$ cat src/rtl/led_cmd_decoder.sv
// led_cmd_decoder: parses SPI byte frames (command, operand, value)
// and updates the per-LED brightness and enable registers.
// Ports: sysclk, rst (async, active-high); i_cs_n, i_rx_valid, i_rx_byte
// from the SPI slave; o_d (N_LEDS x BRIGHTNESS_WIDTH brightness),
// o_enb (per-LED enable), o_tx_byte (readback), o_frame_done (pulse),
// o_err (sticky until next frame start).
// Macro LED_READBACK_EN enables the READ (0x03) command and readback mux.
// BRIGHTNESS_WIDTH normally comes from params.vh; defaults to 8 here.
`ifndef BRIGHTNESS_WIDTH
`define BRIGHTNESS_WIDTH 8
`endif

module led_cmd_decoder #(
    parameter int N_LEDS = 4
) (
    input  logic                               sysclk,
    input  logic                               rst,
    input  logic                               i_cs_n,
    input  logic                               i_rx_valid,
    input  logic [7:0]                         i_rx_byte,
    output logic [N_LEDS*`BRIGHTNESS_WIDTH-1:0] o_d,
    output logic [N_LEDS-1:0]                  o_enb,
    output logic [7:0]                         o_tx_byte,
    output logic                               o_frame_done,
    output logic                               o_err
);
    localparam int BW = `BRIGHTNESS_WIDTH;

    localparam logic [7:0] CMD_WRITE  = 8'h01;
    localparam logic [7:0] CMD_ENABLE = 8'h02;
`ifdef LED_READBACK_EN
    localparam logic [7:0] CMD_READ   = 8'h03;
`endif

    typedef enum logic [2:0] {
        S_IDLE,
        S_CMD,
        S_OPND,
        S_DATA,
        S_DONE
    } state_t;

    state_t state, state_n;

    logic [7:0]           cmd, cmd_n;
    logic [2:0]           idx, idx_n;
    logic [N_LEDS*BW-1:0] d_n;
    logic [N_LEDS-1:0]    enb_n;
    logic                 done_n;
    logic                 err_n;
    logic                 cmd_ok;
    logic                 idx_ok;

`ifdef LED_READBACK_EN
    logic [7:0] tx_q, tx_n;
    assign o_tx_byte = tx_q;
`else
    assign o_tx_byte = 8'h00;
`endif

    // Full byte is compared so indices like 0x40 are rejected too.
    assign idx_ok = (i_rx_byte < 8'(N_LEDS));

    always_comb begin
        cmd_ok = (i_rx_byte == CMD_WRITE) || (i_rx_byte == CMD_ENABLE);
`ifdef LED_READBACK_EN
        if (i_rx_byte == CMD_READ) begin
            cmd_ok = 1'b1;
        end
`endif
    end

    always_comb begin
        state_n = state;
        cmd_n   = cmd;
        idx_n   = idx;
        d_n     = o_d;
        enb_n   = o_enb;
        done_n  = 1'b0;
        err_n   = o_err;
`ifdef LED_READBACK_EN
        tx_n    = tx_q;
`endif
        // Chip-select high overrides everything, including a byte
        // arriving in the same cycle.
        if (i_cs_n) begin
            state_n = S_IDLE;
        end else begin
            case (state)
                S_IDLE: begin
                    err_n   = 1'b0;
                    state_n = S_CMD;
                end
                S_CMD: begin
                    if (i_rx_valid) begin
                        cmd_n = i_rx_byte;
                        if (cmd_ok) begin
                            state_n = S_OPND;
                        end else begin
                            err_n   = 1'b1;
                            state_n = S_DONE;
                        end
                    end
                end
                S_OPND: begin
                    if (i_rx_valid) begin
                        state_n = S_DONE;
                        if (cmd == CMD_ENABLE) begin
                            enb_n  = i_rx_byte[N_LEDS-1:0];
                            done_n = 1'b1;
                        end else if (!idx_ok) begin
                            err_n = 1'b1;
                        end else if (cmd == CMD_WRITE) begin
                            idx_n   = i_rx_byte[2:0];
                            state_n = S_DATA;
                        end
`ifdef LED_READBACK_EN
                        else begin
                            tx_n   = 8'(o_d[i_rx_byte[2:0]*BW +: BW]);
                            done_n = 1'b1;
                        end
`endif
                    end
                end
                S_DATA: begin
                    if (i_rx_valid) begin
                        d_n[idx*BW +: BW] = i_rx_byte[BW-1:0];
                        done_n  = 1'b1;
                        state_n = S_DONE;
                    end
                end
                S_DONE: begin
                    state_n = S_DONE;
                end
                default: begin
                    state_n = S_IDLE;
                end
            endcase
        end
    end

    always_ff @(posedge sysclk or posedge rst) begin
        if (rst) begin
            state        <= S_IDLE;
            cmd          <= 8'h00;
            idx          <= 3'd0;
            o_d          <= '0;
            o_enb        <= '0;
            o_frame_done <= 1'b0;
            o_err        <= 1'b0;
        end else begin
            state        <= state_n;
            cmd          <= cmd_n;
            idx          <= idx_n;
            o_d          <= d_n;
            o_enb        <= enb_n;
            o_frame_done <= done_n;
            o_err        <= err_n;
        end
    end

`ifdef LED_READBACK_EN
    always_ff @(posedge sysclk or posedge rst) begin
        if (rst) begin
            tx_q <= 8'h00;
        end else begin
            tx_q <= tx_n;
        end
    end
`endif

endmodule

$ cat config.mk
export PLATFORM = sky130hd
export DESIGN_NAME = led_cmd_decoder
export DESIGN_NICKNAME = d
export VERILOG_FILES = /design/src/rtl/led_cmd_decoder.sv
export SDC_FILE = /design/constraint.sdc
export NUM_CORES = 1
export LEC_CHECK = 0
export ABC_AREA = 1
export BUFFER_PORTS_ARGS = -buffer_cell sky130_fd_sc_hd__buf_2
export CAP_MARGIN = 25
export CORE_MARGIN = 2
export CORE_UTILIZATION = 50
export CTS_CLUSTER_SIZE = 14
export DETAILED_ROUTE_END_ITERATION = 8
export PLACE_DENSITY_LB_ADDON = 0.12
export SETUP_SLACK_MARGIN = 0.4
export SLEW_MARGIN = 20
export SYNTH_ARGS = -nofsm -noshare
export SYNTH_HDL_FRONTEND = slang
export SYNTH_SLANG_ARGS = --single-unit
$ cat constraint.sdc
create_clock -name sysclk -period 2.89 [get_ports sysclk]
set_input_delay 0.289 -clock sysclk [delete_from_list [all_inputs] [get_ports sysclk]]
set_output_delay 0.289 -clock sysclk [all_outputs]
set_load 0.03 [all_outputs]
# After elaboration in Yosys (flattened, before gate mapping)
# Cells that the tools add are included.
dict set report word_totals {
  output_inout_bits 46
  wordCells 59
  input_bits 12
  regBits 52
}
dict set report classes {
  n_addsub 1
  n_reduce_logical 9
  eq_ne 16
  bitwise 2
  n_lt_le_gt_ge 1
  shifts 2
  muxes 21
}
# op n
set ops {}
lappend ops {{6-bit negation with 34-bit output} 1}
lappend ops {{8-bit by 34-bit variable shift with 32-bit output, first input constant} 1}
lappend ops {{8-bit by 34-bit variable part select with 32-bit output} 1}
lappend ops {{32-bit bitwise mux} 1}
lappend ops {{3-bit two-way mux} 8}
lappend ops {{8-bit by 1-bit equality test with 1-bit output, second input constant} 2}
lappend ops {{8-bit by 2-bit equality test with 1-bit output, second input constant} 2}
lappend ops {{3-bit one-hot mux with 5 select lines} 1}
lappend ops {{2-bit inequality test, second input constant} 5}
lappend ops {{1-bit two-way mux} 9}
lappend ops {{3-bit inequality test, second input constant} 3}
lappend ops {{3-bit AND reduction} 3}
lappend ops {{8-bit by 3-bit < comparator with 1-bit output, second input constant} 1}
lappend ops {{7-bit AND reduction} 1}
lappend ops {{3-bit by 2-bit equality test with 1-bit output, second input constant} 2}
lappend ops {{6-bit AND reduction} 1}
lappend ops {{4-bit AND reduction} 1}
lappend ops {{3-bit by 1-bit equality test with 1-bit output, second input constant} 1}
lappend ops {{3-bit equality test, second input constant} 1}
lappend ops {{3-bit logical NOT} 1}
lappend ops {{1-bit one-hot mux with 3 select lines} 1}
lappend ops {{3-bit nonzero test} 1}
lappend ops {{1-bit inverter} 2}
lappend ops {{1-bit one-hot mux with 2 select lines} 1}
lappend ops {{1-bit logical OR} 1}

# Longest topological paths before layout
# Gate-level depths: netlist (run 1).
dict set report logic_depth {
  word_depth 7
  mapped_depth 10
  mapped_depth_nobuf 9
}

# Worst setup path after synthesis (run 1)
# No wires, ideal clock.
dict set report synth_timing {
  path_type {register to register}
  startpoint {register idx[0]}
  endpoint {register o_d[0]}
  path_slack_ns 1.027
  setup_ns 0.095
  stages_incl_launch_ff 8
  required_ns 2.795
  arrival_ns 1.768
  period_less_slack_ns 1.863
  n_path_buf 1
  path_cell_list {dfrtp_1 > inv_2 > ha_1 > ha_1 > nor3_1 > nand3_2 > buf_2 > o31ai_1}
}
dict set report synth_via {
  elab_chain_len 3
  elab_cells_between_ends 4
  classes_between {1 x add/sub; 2 x shift; 1 x mux}
}
# element line
set synth_rtl {}
lappend synth_rtl {{from (decl)} 46} ;# logic [2:0] idx, idx_n;
lappend synth_rtl {{from (signal assigned)} 154} ;# idx <= idx_n;
lappend synth_rtl {{6-bit negation with 34-bit output *} 127} ;# d_n[idx*BW +: BW] = i_rx_byte[BW-1:0];
lappend synth_rtl {{8-bit by 34-bit variable part select with 32-bit output or 8-bit by 34-bit variable shift with 32-bit output (tied branches)} 127}
lappend synth_rtl {{32-bit bitwise mux *} 127}
lappend synth_rtl {{to (signal assigned)} 155} ;# o_d <= d_n;
lappend synth_rtl {{to (decl)} 21} ;# output logic [N_LEDS*`BRIGHTNESS_WIDTH-1:0] o_d,
# Every way passes the cells marked *; elsewhere a longest branch is shown, timed or not.
# A chain may end at the register's enable or synchronous reset.

# Final worst setup path (run 1)
dict set report layout_timing {
  startpoint {register idx[0]}
  endpoint {register o_d[19]}
}
# Same word-level chain as after synthesis.

==> results_dict.tcl, run 1 <==
set metrics [dict create \
    status "finished, final reports clean" \
    synth_top_flop_cell "dfrtp_1" \
    drive_above_1_share_pct 23.3 \
    grt_max_degree 34 \
    clock.fmax_ghz 0.480 \
    finalHoldViolCount 0 \
    cts_sinks 52 \
    cts-htree-levels 2 \
    setup-violations-final 0 \
    synthArstFlopShare_pct 100 \
    maxCapViolCount 0 \
    mostFrequentLayoutCell "nand2_1" \
    clock-root-buffer "clkbuf_8" \
    clock_latency_ns 0.30 \
    gp_congestion 0.848 \
    grt_usage_pct 19.9 \
    required_ns 3.11 \
    antenna_found_initial 0 \
    dr.pass1.iters 4 \
    wl_per_cell_um 12.9 \
    boundaryPins 58 \
    critical_path_class "reg2reg" \
    ir_worst_vdd_mv 0.329 \
    syn-cell-area_um2 2440 \
    cp_max_fo 13 \
    fillCellCount 452 \
    diodes 0 \
    cp-start-kind "flop" \
    multiInputGateArea_um2 937 \
    clock-skew-final_ns 0.00608 \
    num_vias 1929 \
    routed_wl_mm 5.14 \
    grt_pass1_vias 1668 \
    ys_warn_count 0 \
    die_w_um 73.9 \
    start_util_pct 51.7 \
    cp.arrival_ns 2.30 \
    worstMarginPinSlew_ns 0.499 \
    drt_iter0_drc 113 \
    grt_pass1_wl_mm 8.17 \
    regArea_um2 1300 \
    endpoint_kind "flop" \
    yosysSeqAreaShare_pct 53.3 \
    synth_top_area_share_pct 53.3 \
    dieArea_um2 5460 \
    fin_crit_ns 2.08 \
    mostFrequentLayoutCells "nand2_1, dfrtp_1, buf_2" \
    period_share_pct 72.1 \
    grt.overflow.total 0 \
    cts_buffers 5 \
    dp_hpwl_mm 3.81 \
    synthToLayoutAreaGrowth_pct 14.4 \
    clockBufferDepth 2 \
    route.detailed.drc 0 \
    hp-class "in2reg" \
    via_per_inst 4.85 \
    avgSynthCellArea_um2 8.69 \
    report.final.slew_viol_count 0 \
    io_buffer_count 49 \
    utilization_pct 59.1 \
    antenna_left 0 \
    rows 25 \
    ys_seq_elements 52 \
    cts_tree "yes" \
    tns_ns 0 \
    core-area_um2 4720 \
    die_y_um 73.9 \
    path_clk_slew_ns 0.09 \
    synth-edff-count 0 \
    power_density_nw_per_um2 531 \
    cts_resized 0 \
    rsz0062_at_grt "no" \
    synth.top_cells.by_area "dfrtp_1, nand2_1, inv_1, o21ai_2, o21ai_0" \
    final_nets 345 \
    relSlewSlack_pct 66.6 \
    yosys.area.top_type "dfrtp_1" \
    synthCells 281 \
    post_synth_num_cell_types 24 \
    p_leak_uw 0.00153 \
]
[power by group]
| group | switching [µW] | internal (µW) | leakage, µW | total, µW |
|---|---|---|---|---|
| clock network | 220 | 165 | 0.0000410 | 385 |
| registers | 47.3 | 794 | 0.000712 | 841 |
| logic | 175 | 81.6 | 0.000773 | 256 |
[per-stage QoR]
step / area (µm²) / setup slack, ns / hold slack [ns] / instances / power [µW]
finish: 2790 / 0.807 / 0.245 / 398 / 1480
global route: 2790 / 0.619 / 0.248 / 398 / 1570
CTS: 2790 / 0.786 / 0.236 / 398 / 1490
detailed placement: 2700 / 0.801 / 0.314 / 390 / 1110
global placement: 2680 / 0.887 / 0.451 / 389 / 1100
floorplan: 2470 / 1.03 / 0.432 / 288 / 1050
[synth_stat cells (2+ instances only)]
master / number
buf_4: 8
nand4_1: 3
nor3_1: 2
o31ai_1: 8
a21oi_1: 2
nand3_2: 2
buf_2: 3
nand3_1: 11
o21ai_1: 14
nor2_1: 17
nor2_4: 2
o21ai_2: 10
dfrtp_1: 52
o21ai_0: 16
ha_1: 2
inv_1: 30
buf_6: 3
nand2_1: 88
nand4_2: 3
[worst max-delay path: stages, from the launching register on]
cell and delay, ns:
dfrtp_1 0.47, inv_2 0.09, ha_1 0.55, inv_1 0.15, nor3_2 0.48, nand2_1 0.11
o21ai_1 0.15
[cells by family after synthesis]
kind of cell / count (synthesis) / synth area share (%)
DFF: 52 / 53.3
adders and majority gates: 2 / 1.02
other: 1 / 0.154
buffers and inverters: 46 / 9.38
and+or+nand+nor: 130 / 23.5
AOI/OAI and AO/OA: 50 / 12.6
[state kept, by name (all words and copies together) (netlist names)]
| name | count |
|---|---|
| idx | 3 |
| o_err | 1 |
| state | 3 |
| cmd | 8 |
| o_enb | 4 |
| o_d | 32 |
| o_frame_done | 1 |
[metal layers]
metal  share of wire [%]  GRT usage [%]  vias up
met2                  45           27.9       54
met5                   0              0        -
met1                  48           30.3      880
met3                 5.3           3.70        9
met4                 2.0           7.68        0
li1                    -              -      986
[final timing paths]
kind / startpoint / endpoint / slack, ns / cells past startpoint
max: idx[0] / o_d[19] / 0.81 / 6
min: i_rx_byte[2] / o_d[18] / 0.25 / 3
max reg2reg: idx[0] / o_d[19] / 0.81 / 6
min reg2reg: o_err / o_err / 0.47 / 2
max in group asynchronous: rst / cmd[1] / 1.86 / 4
min in group asynchronous: rst / o_d[16] / 0.52 / 3
[final cells by class]
class                   instances  area share [%]
multi-input cells             190            33.6
inverters                      31            4.17
clock inverters                 1           0.179
well taps                      67            3.00
clock buffers                   6            2.60
repair buffers                 51            9.86
flip-flops and latches         52            46.6
[what timing repair did]
action,4_1_cts,5_1_grt
endpoints found under the hold margin,19,0
buffers inserted,0,0
hold buffers,1,0
No activity file was read; power rests on OpenSTA's default activity.
==> run 2, diff against run 1 <==
Settings changed: CORE_UTILIZATION 50 to 48.
Clock period 2.89 ns to 1.9 ns, I/O delays scaled along.
==> results_dict.tcl, run 2 (synthesis gave the netlist of run 1 again) <==
set metrics [dict create \
    cts-htree-levels 2 \
    relSlewSlack_pct 57.1 \
    cts_tree "yes" \
    top_register "o_d" \
    mostFrequentLayoutCells "nand2_1, buf_2, dfrtp_1" \
    routed_wl_mm 5.79 \
    p_seq_share_pct 53.2 \
    comb_power_share_pct 16.1 \
    swShare_pct 28.4 \
    io_buffer_count 49 \
    gp_congestion 0.867 \
    power_density_nw_per_um2 756 \
    p_clk_share_pct 30.7 \
    dr.max_layer_used "met4" \
    cp_max_fo 16 \
    cts_sinks 52 \
    dr.pass1.iters 4 \
    die_w_um 75.3 \
    clockBufferDepth 2 \
    cts_buffers 5 \
    reg.largest.list "o_d: 32 flops, cmd: 8 flops, o_enb: 4 flops" \
    status "finished, final reports clean" \
    fin_crit_ns 1.60 \
    cp.arrival_ns 1.79 \
    p_int_uw 1730 \
    maxCapViolCount 0 \
    via_per_inst 4.94 \
    cp-start-kind "flop" \
    antenna_found_initial 0 \
    worstMarginPinSlew_ns 0.644 \
    diodes 0 \
    mostFrequentLayoutCell "nand2_1" \
    p_switching_uw 683 \
    synthToLayoutAreaGrowth_pct 30.5 \
    clock-skew-final_ns 0.00854 \
    setup-violations-final 0 \
    route.detailed.drc 0 \
    dieArea_um2 5670 \
    grt_pass1_wl_mm 9.06 \
    clock.fmax_ghz 0.625 \
    grt_usage_pct 21.5 \
    report.final.slew_viol_count 0 \
    tns_ns 0 \
    rsz0062_at_grt "yes" \
    largest_reg_flops 32 \
    drt-met1-wl_mm 2.63 \
    core-area_um2 4820 \
    regArea_um2 1310 \
    dp_hpwl_mm 3.70 \
    multiInputGateArea_um2 1150 \
    p_leak_uw 0.00169 \
    endpoint_kind "flop" \
    clock-root-buffer "clkbuf_8" \
    period_share_pct 84.2 \
    grt_max_degree 53 \
    grt.overflow.total 0 \
    fillCellCount 435 \
    wl_met3_um 229 \
    critical_path_class "reg2reg" \
    required_ns 2.09 \
    ir_worst_vdd_mv 0.497 \
    die_y_um 75.3 \
    path_clk_slew_ns 0.09 \
    boundaryPins 58 \
    finalHoldViolCount 0 \
    start_util_pct 50.7 \
    clock_latency_ns 0.30 \
    drive_above_1_share_pct 37.2 \
    antenna_left 0 \
    wl_per_cell_um 13.8 \
    grt_pass1_vias 1905 \
    rows 25 \
    num_vias 2068 \
    fin_hold_ws_ns 0.0436 \
    final_nets 365 \
    routed-wl-met2_mm 2.78 \
    drt_iter0_drc 98 \
    hp-class "in2async" \
]
## run 2: timing repair
action,in CTS,in global routing
setup buffers,11,3
gates cloned,3,0
resized for setup,22,12
pin swaps,11,5
setup endpoints to repair,36,45
hold buffers,0,0
## run 2: stage by stage
step / instances / area [µm²] / util [%] / setup slack, ns / total power (µW)
2_1_floorplan: 288 / 2540 / - / 0.240 / 1600
3_3_place_gp: 394 / 2790 / 57.8 / 0.207 / 1670
3_5_place_dp: 394 / 2790 / 57.8 / 0.169 / 1680
4_1_cts: 416 / 3130 / 65.0 / 0.325 / 2420
5_1_grt: 419 / 3190 / 66.1 / 0.218 / 2540
6_report: 419 / 3190 / 66.1 / 0.301 / 2410
## run 2: cell type report
cell class | instances | share of cell area (%)
sequential | 52 | 41.0
multi-input combinational | 193 | 36.1
timing repair buffer | 68 | 13.1
inverter | 31 | 3.81
tap | 67 | 2.63
clock buffer | 6 | 2.28
clock inverter | 2 | 1.10
## run 2: layer usage
layer  global-route usage (%)  up-vias
li1                         -     1036
met1                     30.1      965
met2                     34.0       54
met3                     2.91       13
met4                     8.77        0
met5                        0        -
## run 2: critical path: stages (launching register included)
cell     delay (ns)
dfrtp_2        0.39
inv_4          0.04
ha_4           0.16
ha_4           0.16
inv_4          0.07
nand2_4        0.05
nor2_4         0.09
buf_12         0.14
nand4_4        0.09
buf_12         0.17
nand2_1        0.07
o21ai_2        0.05
## run 2: path summary, 6_finish.rpt
| kind | startpoint | end | slack, ns | cells past startpoint |
|---|---|---|---|---|
| min | rst | o_d[19] | 0.04 | 3 |
| max reg2reg | idx[0] | o_d[24] | 0.30 | 11 |
| min in group sysclk | i_rx_byte[3] | o_d[19] | 0.15 | 3 |
| min reg2reg | o_err | o_err | 0.48 | 2 |
| max in group asynchronous | rst | state[1] | 1.38 | 3 |
| max | idx[0] | o_d[24] | 0.30 | 11 |
## run 2: power groups by stage
stage          combinational (µW)  sequential, µW  clock (µW)
2_1_floorplan                 301            1300           0
4_1_cts                       387            1280         754
3_3_place_gp                  377            1300           0
5_1_grt                       457            1300         786
3_5_place_dp                  384            1300           0
6_report                      388            1280         740
==> run 3, diff against run 2 <==
Clock period 1.9 ns to 1.4 ns, I/O delays scaled along.
==> results_dict.tcl, run 3 (synthesis gave the netlist of run 1 again) <==
set metrics [dict create \
    boundaryPins 58 \
    rsz0062_at_grt "yes" \
    mostFrequentLayoutCells "nand2_1, dfrtp_1, buf_6, buf_4, inv_1" \
    clock-root-buffer "clkbuf_8" \
    fillCellCount 264 \
    rows 25 \
    fin_crit_ns 1.63 \
    num_vias 2410 \
    status "complete, but fails checks" \
    rr_startpoint "idx[0]" \
    violations "negative setup slack" \
    start_util_pct 50.7 \
    power_density_nw_per_um2 936 \
    drt_iter0_drc 161 \
    critPathLaunch "idx[0]" \
    fin_hold_ws_ns 0.0858 \
    drive_above_1_share_pct 51.9 \
    clockBufferDepth 2 \
    cp.arrival_ns 1.83 \
    required_ns 1.60 \
    dr.pass1.iters 4 \
    cp_max_fo 8 \
    diodes 0 \
    antenna_found_initial 0 \
    maxCapViolCount 0 \
    via_per_inst 5.19 \
    ir_worst_vdd_mv 0.926 \
    synthToLayoutAreaGrowth_pct 66.2 \
    grt_max_degree 53 \
    period_share_pct 116 \
    path_clk_slew_ns 0.09 \
    clock.fmax_ghz 0.614 \
    top_register "o_d" \
    dpl_cell_area_um2 3030 \
    min_from "i_rx_byte[3]" \
    fin_cells 464 \
    endpoint_kind "flop" \
    report.final.slew_viol_count 0 \
    clock-skew-final_ns 0.0131 \
    cts-htree-levels 2 \
    antenna_left 0 \
    die_w_um 75.3 \
    grt_pass1_wl_mm 10.5 \
    cts_sinks 52 \
    fin_ws_ns -0.230 \
    gp_congestion 0.844 \
    clock_latency_ns 0.31 \
    cp-start-kind "flop" \
    hp-class "in2reg" \
    dp_cells 415 \
    final_nets 410 \
    dieArea_um2 5670 \
    largest_reg_flops 32 \
    core-area_um2 4820 \
    wl_per_cell_um 16.3 \
    reg.largest.list "o_d: 32 flops, cmd: 8 flops, o_enb: 4 flops" \
    mostFrequentLayoutCell "nand2_1" \
    die_y_um 75.3 \
    grt_usage_pct 25.5 \
    cts_tree "yes" \
    dp_slack_ns -0.246 \
    dp_hpwl_mm 3.97 \
    route.detailed.drc 0 \
    grt.overflow.total 0 \
    grt_pass1_vias 2091 \
    routed_wl_mm 7.59 \
    post-route-cell-area_um2 4060 \
    cts_buffers 5 \
    io_buffer_count 49 \
    setup-violations-final 33 \
    p_leak_uw 0.00203 \
    multiInputGateArea_um2 1340 \
    regArea_um2 1300 \
    critical_path_class "reg2reg" \
    finalHoldViolCount 0 \
]
[run 3: repair_timing]
item / CTS / global route
endpoints found under the hold margin: 52 / 0
pin swaps: 24 / 23
hold buffers: 1 / 0
resized for setup: 119 / 45
setup endpoints to repair: 89 / 90
cloned: 3 / 1
setup buffers: 19 / 17
[run 3: worst max-delay path, cell delays in order, from the launching register on]
cell     delay [ns]
dfrtp_2        0.40
inv_4          0.05
ha_4           0.16
ha_4           0.16
inv_4          0.06
nand2_4        0.04
nor2_4         0.18
buf_12         0.14
nand4_4        0.15
nand2_2        0.11
o21ai_1        0.06
[run 3: per-stage QoR]
stage                     util [%]  TNS, ns  total power (µW)
after CTS                     77.8    -5.05              3610
after detailed placement      62.8    -6.60              2390
final                         84.2    -6.32              3800
after global placement        62.8    -4.75              2380
after global routing          84.2    -8.95              3950
after floorplan                  -    -6.88              2240
[run 3: layout make-up]
type                            count  share of cell area, %
Clock inverter                      2                  0.956
Timing Repair Buffer              113                   26.9
Sequential cell                    52                   32.1
Clock buffer                        6                   1.79
Inverter                           31                   3.15
Tap cell                           67                   2.07
Multi-Input combinational cell    193                   33.0
[run 3: layer usage]
layer	global-route usage, %	up-vias	wire [µm]
li1	-	1127	-
met1	36.4	1190	3300
met2	40.2	81	3740
met3	5.42	12	452
met4	6.24	0	93
met5	0	-	0
[run 3: path summary, 6_finish.rpt]
kind                            to  slack [ns]  depth (start not counted)
setup / recovery           o_d[23]       -0.23                         10
hold / removal             o_d[19]        0.09                          3
setup reg to reg           o_d[23]       -0.23                         10
hold reg to reg             idx[2]        0.49                          2
max in group asynchronous   idx[0]        0.71                          4
min in group asynchronous   o_d[4]        0.43                          4
[run 3: power by group]
part | internal (µW) | total (µW) | leakage (µW) | switching (µW)
Combinational | 388 | 992 | 0.00126 | 604
Clock | 541 | 1060 | 0.0000558 | 520
Sequential | 1640 | 1750 | 0.000709 | 105
Total | 2570 | 3800 | 0.00203 | 1230
